**config.mk**
```make
export PLATFORM = sky130hd
export DESIGN_NAME = aes_subbytes_mc
export DESIGN_NICKNAME = d
export VERILOG_FILES = /design/src/rtl/aes_subbytes_mc.sv
export SDC_FILE = /design/constraint.sdc
export NUM_CORES = 2
export LEC_CHECK = 0
export CORE_MARGIN = 2
export CORE_UTILIZATION = 59
export DETAILED_ROUTE_END_ITERATION = 10
export HOLD_SLACK_MARGIN = 0.03
export MAX_ROUTING_LAYER = met4
export PLACE_DENSITY = 0.77
export SLEW_MARGIN = 20
export SYNTH_ARGS = -nofsm -noshare
export SYNTH_HDL_FRONTEND = slang
export SYNTH_SLANG_ARGS = --single-unit
```
**constraint.sdc**
```tcl
create_clock -name clk -period 16.87 [get_ports clk]
set_input_delay 4.2175 -clock clk [delete_from_list [all_inputs] [get_ports clk]]
set_output_delay 4.2175 -clock clk [all_outputs]
set_load 0.02 [all_outputs]
```
**src/rtl/aes_subbytes_mc.sv**
```systemverilog
// Time-multiplexed AES SubBytes engine: LANES bytes through SBOX_COUNT shared
// S-box datapaths per cycle. Forward and inverse modes share one GF(2^8) inverter.
module aes_subbytes_mc #(
  parameter int LANES      = 16,
  parameter int SBOX_COUNT = 4
) (
  input  logic                 clk,
  input  logic                 rst_n,
  input  logic                 in_valid,
  output logic                 in_ready,
  input  logic                 in_inv,
  input  logic [8*LANES-1:0]   in_data,
  output logic                 out_valid,
  input  logic                 out_ready,
  output logic [8*LANES-1:0]   out_data,
  output logic                 busy
);

  localparam int NCHUNK = LANES / SBOX_COUNT;
  localparam int CW     = (NCHUNK > 1) ? $clog2(NCHUNK) : 1;

  generate
    if (LANES % SBOX_COUNT != 0) begin : g_bad_cfg
      $error("aes_subbytes_mc: LANES must be a multiple of SBOX_COUNT");
    end
  endgenerate

  // Handshake: a transfer happens on a rising edge where valid && ready; valid
  // never depends on ready, and in_ready never depends on in_valid.
  typedef enum logic [1:0] {IDLE, BUSY, DONE} state_t;

  state_t                  state, state_next;
  logic [CW-1:0]           cnt;
  logic                    mode;
  logic [8*LANES-1:0]      data_q;
  logic [8*SBOX_COUNT-1:0] sbox_in, sbox_out;
  logic                    accept, last_chunk;

  function automatic logic [7:0] gf_mul(input logic [7:0] a, input logic [7:0] b);
    logic [7:0] p;
    logic [7:0] t;
    p = '0;
    t = a;
    for (int i = 0; i < 8; i++) begin
      if (b[i]) p = p ^ t;
      t = {t[6:0], 1'b0} ^ (t[7] ? 8'h1b : 8'h00);
    end
    return p;
  endfunction

  // x^254 is the multiplicative inverse, and conveniently maps 0 to 0.
  function automatic logic [7:0] gf_inv(input logic [7:0] x);
    logic [7:0] sq;
    logic [7:0] r;
    sq = x;
    r  = 8'h01;
    for (int k = 1; k < 8; k++) begin
      sq = gf_mul(sq, sq);
      r  = gf_mul(r, sq);
    end
    return r;
  endfunction

  function automatic logic [7:0] affine(input logic [7:0] b);
    logic [7:0] r;
    for (int i = 0; i < 8; i++)
      r[i] = b[i] ^ b[(i+4)%8] ^ b[(i+5)%8] ^ b[(i+6)%8] ^ b[(i+7)%8];
    return r ^ 8'h63;
  endfunction

  function automatic logic [7:0] affine_inv(input logic [7:0] b);
    logic [7:0] r;
    for (int i = 0; i < 8; i++)
      r[i] = b[(i+2)%8] ^ b[(i+5)%8] ^ b[(i+7)%8];
    return r ^ 8'h05;
  endfunction

  function automatic logic [7:0] sbox(input logic [7:0] x, input logic inv);
    logic [7:0] pre;
    logic [7:0] q;
    pre = inv ? affine_inv(x) : x;
    q   = gf_inv(pre);
    return inv ? q : affine(q);
  endfunction

  always_comb begin
    sbox_in  = '0;
    sbox_out = '0;
    for (int s = 0; s < SBOX_COUNT; s++) begin
      sbox_in[8*s +: 8]  = data_q[8*(int'(cnt)*SBOX_COUNT + s) +: 8];
      sbox_out[8*s +: 8] = sbox(sbox_in[8*s +: 8], mode);
    end
  end

  assign last_chunk = (cnt == CW'(NCHUNK - 1));
  assign accept     = in_valid && in_ready;

  always_comb begin
    state_next = state;
    in_ready   = 1'b0;
    case (state)
      IDLE: begin
        in_ready = 1'b1;
        if (in_valid) state_next = BUSY;
      end
      BUSY: begin
        if (last_chunk) state_next = DONE;
      end
      DONE: begin
        if (out_ready) begin
          in_ready   = 1'b1;
          state_next = in_valid ? BUSY : IDLE;
        end
      end
      default: state_next = IDLE;
    endcase
  end

  always_ff @(posedge clk or negedge rst_n) begin
    if (!rst_n) begin
      state  <= IDLE;
      cnt    <= '0;
      mode   <= 1'b0;
      data_q <= '0;
    end else begin
      state <= state_next;
      if (accept) begin
        data_q <= in_data;
        mode   <= in_inv;
        cnt    <= '0;
      end else if (state == BUSY) begin
        // Results overwrite their own source bytes, so one buffer serves both.
        for (int s = 0; s < SBOX_COUNT; s++)
          data_q[8*(int'(cnt)*SBOX_COUNT + s) +: 8] <= sbox_out[8*s +: 8];
        cnt <= last_chunk ? '0 : cnt + CW'(1);
      end
    end
  end

  assign out_valid = (state == DONE);
  assign busy      = (state == BUSY);
  assign out_data  = data_q;

endmodule
```
==> impl_metrics.csv <==
group,metric,value,unit
yosys,synth-edff-count,0,
yosys,avgSynthCellArea,7.597,um2
sta,fmax,61.08,MHz
setup_path,cp.required,17.21,ns
global_route,grt_first_pass_wirelength,348400,um
yosys,ys.warnings.count,0,
placed_design,dp.final_hpwl,169500,um
routing,drt-pass1-iter-count,6,
yosys,ys_seq_area_share,5.186,%
routing,wl,228300,um
setup_path,reg2regPathDepth,58,
floorplanning,start_util,59.70,%
setup_path,cp_common_cell,"xnor2_1",
layout,layout_common_cells,"xnor2_1, nor2_1, nand2_1, buf_4, a21oi_1",
sta,fin_skew,0.01594,ns
clock_network,h-tree-depth,4,
sta,drv_slew,0,
setup_path,critPathCaptureType,"flip-flop",
clock_network,clk_pin_slew,0.09,ns
floorplanning,dieHeight,333.8,um
sta,setup_viol,0,
layout,fillers,9063,
floorplanning,die_w,333.8,um
clock_network,cts.hold.buffers_added,0,
layout,utilization,69.11,%
setup_path,cpMaxStageDelayCell,"mux4_2",
global_route,grt_pass1_vias,60001,
sta,hold_viol,0,
run_status,status,"complete, no violations",
yosys,synth_cell_type_count,114,
sta,worstMarginPinSlew,1.286,ns
clock_network,clk_path_buf_depth,2,
yosys,synth_cells,8448,
clock_network,cts_sinks,133,
setup_path,r2r_setup_slack,0.50,ns
job,cap_violations,0,
sta,relSlewSlack,14.25,%
yosys,yosys.area.top_type,"xnor2_1",
setup_path,crit_type,"flip-flop to flip-flop",
layout,drive_above_1_share,15.63,%
yosys,ys_ff_latch,133,
floorplanning,fp-row-count,120,
layout,stdcell_count,10274,
routing,drt_iter0_drc,8648,
placed_design,gp_congestion,1.015,
clock_network,cts_buffers,17,
worst_hold_path,holdPathStages,2,
clock_network,cts_tree,"done",
sta,period_minus_slack,16.37,ns
floorplanning,ios,264,
routing,ant_nets,0,
yosys,synth.area.top_cells,"xnor2_1, xnor3_1, nor2_1",
worst_hold_path,hp-start,"out_data[93]",
setup_path,critPathMaxFanout,13,
clock_network,insertion_delay,0.51,ns
yosys,synthFlopType,"dfrtp_1",
placed_design,placed_cells,10116,
layout,final_nets,9007,
floorplanning,die_area,111400,um2
routing,num_vias,65869,
layout,area_delta_synth_final,15.75,%
setup_path,critPathArrivalTime,16.71,ns
setup_path,r2r_start,"cnt[0]",
global_route,antenna_found_initial,8,
setup_path,cp_slowest_stage_delay,0.62,ns
setup_path,worst_setup_path_start_kind,"flip-flop",
routing,vias_per_cell,6.411,
sta,rsz0062_at_grt,"yes",
setup_path,regToRegEndpoint,"out_data[73]",
yosys,synthArstFlopShare,100.0,%
clock_network,cts-root-buf,"clkbuf_16",
worst_hold_path,min_to,"out_data[93]",
global_route,grt_util_all_layers,39.82,%
layout,final_common_cell,"xnor2_1",
worst_hold_path,hold_path_class,"flip-flop to flip-flop",
global_route,gr-total-overflow,0,
placed_design,port_buffers,263,
sta,post-route-period-util,97.05,%
yosys,netlist.area_leader.share,21.88,%
global_route,grt_max_degree,89,
yosys,synth_nets,8604,
routing,drc,0,
yosys,synth_area,64180,um2
routing,wl_per_cell,22.22,um
floorplanning,coreArea,107500,um2
timing repair:
action	in CTS	in global routing
setup buffers	2	115
gates cloned	0	2
setup endpoints to repair	115	128
resized for setup	46	244
pin swaps	1	59
hold endpoints to repair	0	0
state kept, by name, indices dropped and copies added (netlist names):
register and flops:
out_data 128, cnt 2, state 2, mode 1
critical path: cells and delay by family, from the launching register on:
family	cells	cell delay [ns]
xor gates and xnor gates	31	9.51
and+or+nand+nor	9	1.80
buffers and inverters	9	1.76
muxes	4	1.24
AOI/OAI and AO/OA	4	0.87
DFF	1	0.55
adders and majority gates	1	0.40
per-stage QoR:
| step | worst slack (ns) | instance area [um2] | hold WS [ns] | setup TNS [ns] |
|---|---|---|---|---|
| finish | 0.4968 | 74290 | 0.5822 | 0 |
| detailed placement | -0.5813 | 70860 | 0.5598 | -23.89 |
| floorplan | 0.0005596 | 64210 | 0.6011 | 0 |
| global placement | -0.2887 | 70860 | 0.5486 | -7.941 |
| global route | -0.1396 | 74280 | 0.6137 | -2.304 |
| CTS | 0.008606 | 71770 | 0.5775 | 0 |
cells in the mapped netlist (29+ instances only):
master,number
xnor2_1,1603
nor2_1,1320
nand2_1,752
a21oi_1,563
xor2_1,426
clkbuf_1,369
o21ai_0,345
xnor3_1,311
o22ai_1,242
mux2i_1,213
nor3_1,189
nand3_1,176
dfrtp_1,133
buf_2,117
xnor2_2,89
a211oi_1,79
inv_1,78
xor3_1,67
a22oi_1,57
a31oi_1,57
mux2_2,57
o211ai_1,54
nand2b_1,48
buf_1,47
and2_1,46
o21ai_1,46
nor2b_1,45
and3_1,43
o21a_1,39
or3_1,39
nor4_1,38
buf_4,36
mux4_2,34
a221oi_1,33
a32oi_1,33
o221ai_1,29
or2_2,29
kinds of logic (layout without fill, tap and decap cells):
| kind of cell | Yosys count | after routing | synth area share, % |
|---|---|---|---|
| and+or+nand+nor | 2834 | 2834 | 19.06 |
| xor gates and xnor gates | 2574 | 2576 | 46.05 |
| AOI/OAI and AO/OA | 1881 | 1881 | 18.61 |
| buffers and inverters | 674 | 1088 | 4.492 |
| muxes | 329 | 329 | 6.151 |
| DFF | 133 | 133 | 5.186 |
| adders and majority gates | 23 | 23 | 0.4484 |
| other | 0 | 7 | 0 |
how the worst max path moves through the flow:
stage | from | end | slack (ns) | cells after the start
5_1_grt | cnt[0] | out_data[64] | -0.14 | 62
4_1_cts | cnt[0] | out_data[102] | 0.009 | 59
3_3_place_gp | cnt[0] | out_data[73] | -0.29 | 59
2_1_floorplan | cnt[0] | out_data[100] | 0.0006 | 70
6_report | cnt[0] | out_data[73] | 0.50 | 58
3_5_place_dp | cnt[0] | out_data[71] | -0.58 | 57
final cells by class:
| type | count | area (um2) | area share [%] |
|---|---|---|---|
| Clock inverter | 15 | 182.7 | 0.2459 |
| Inverter | 96 | 360.3 | 0.4851 |
| Timing Repair Buffer | 960 | 8040 | 10.82 |
| Sequential cell | 133 | 3339 | 4.495 |
| Tap cell | 1403 | 1755 | 2.363 |
| Multi-Input combinational cell | 7643 | 60170 | 80.99 |
| Clock buffer | 17 | 425.4 | 0.5726 |
| Antenna cell | 7 | 17.52 | 0.02358 |
routing by layer:
layer | up-vias | share of wire, % | global-route usage [%]
li1 | 30160 | - | -
met1 | 31319 | 42 | 54.92
met2 | 3900 | 44 | 59.27
met3 | 490 | 11 | 7.689
met4 | 0 | 3.0 | 11.28
met5 | - | 0 | -
Power is not shown: default switching activity piles up to over one toggle a cycle in this logic, so the estimate is an artifact.
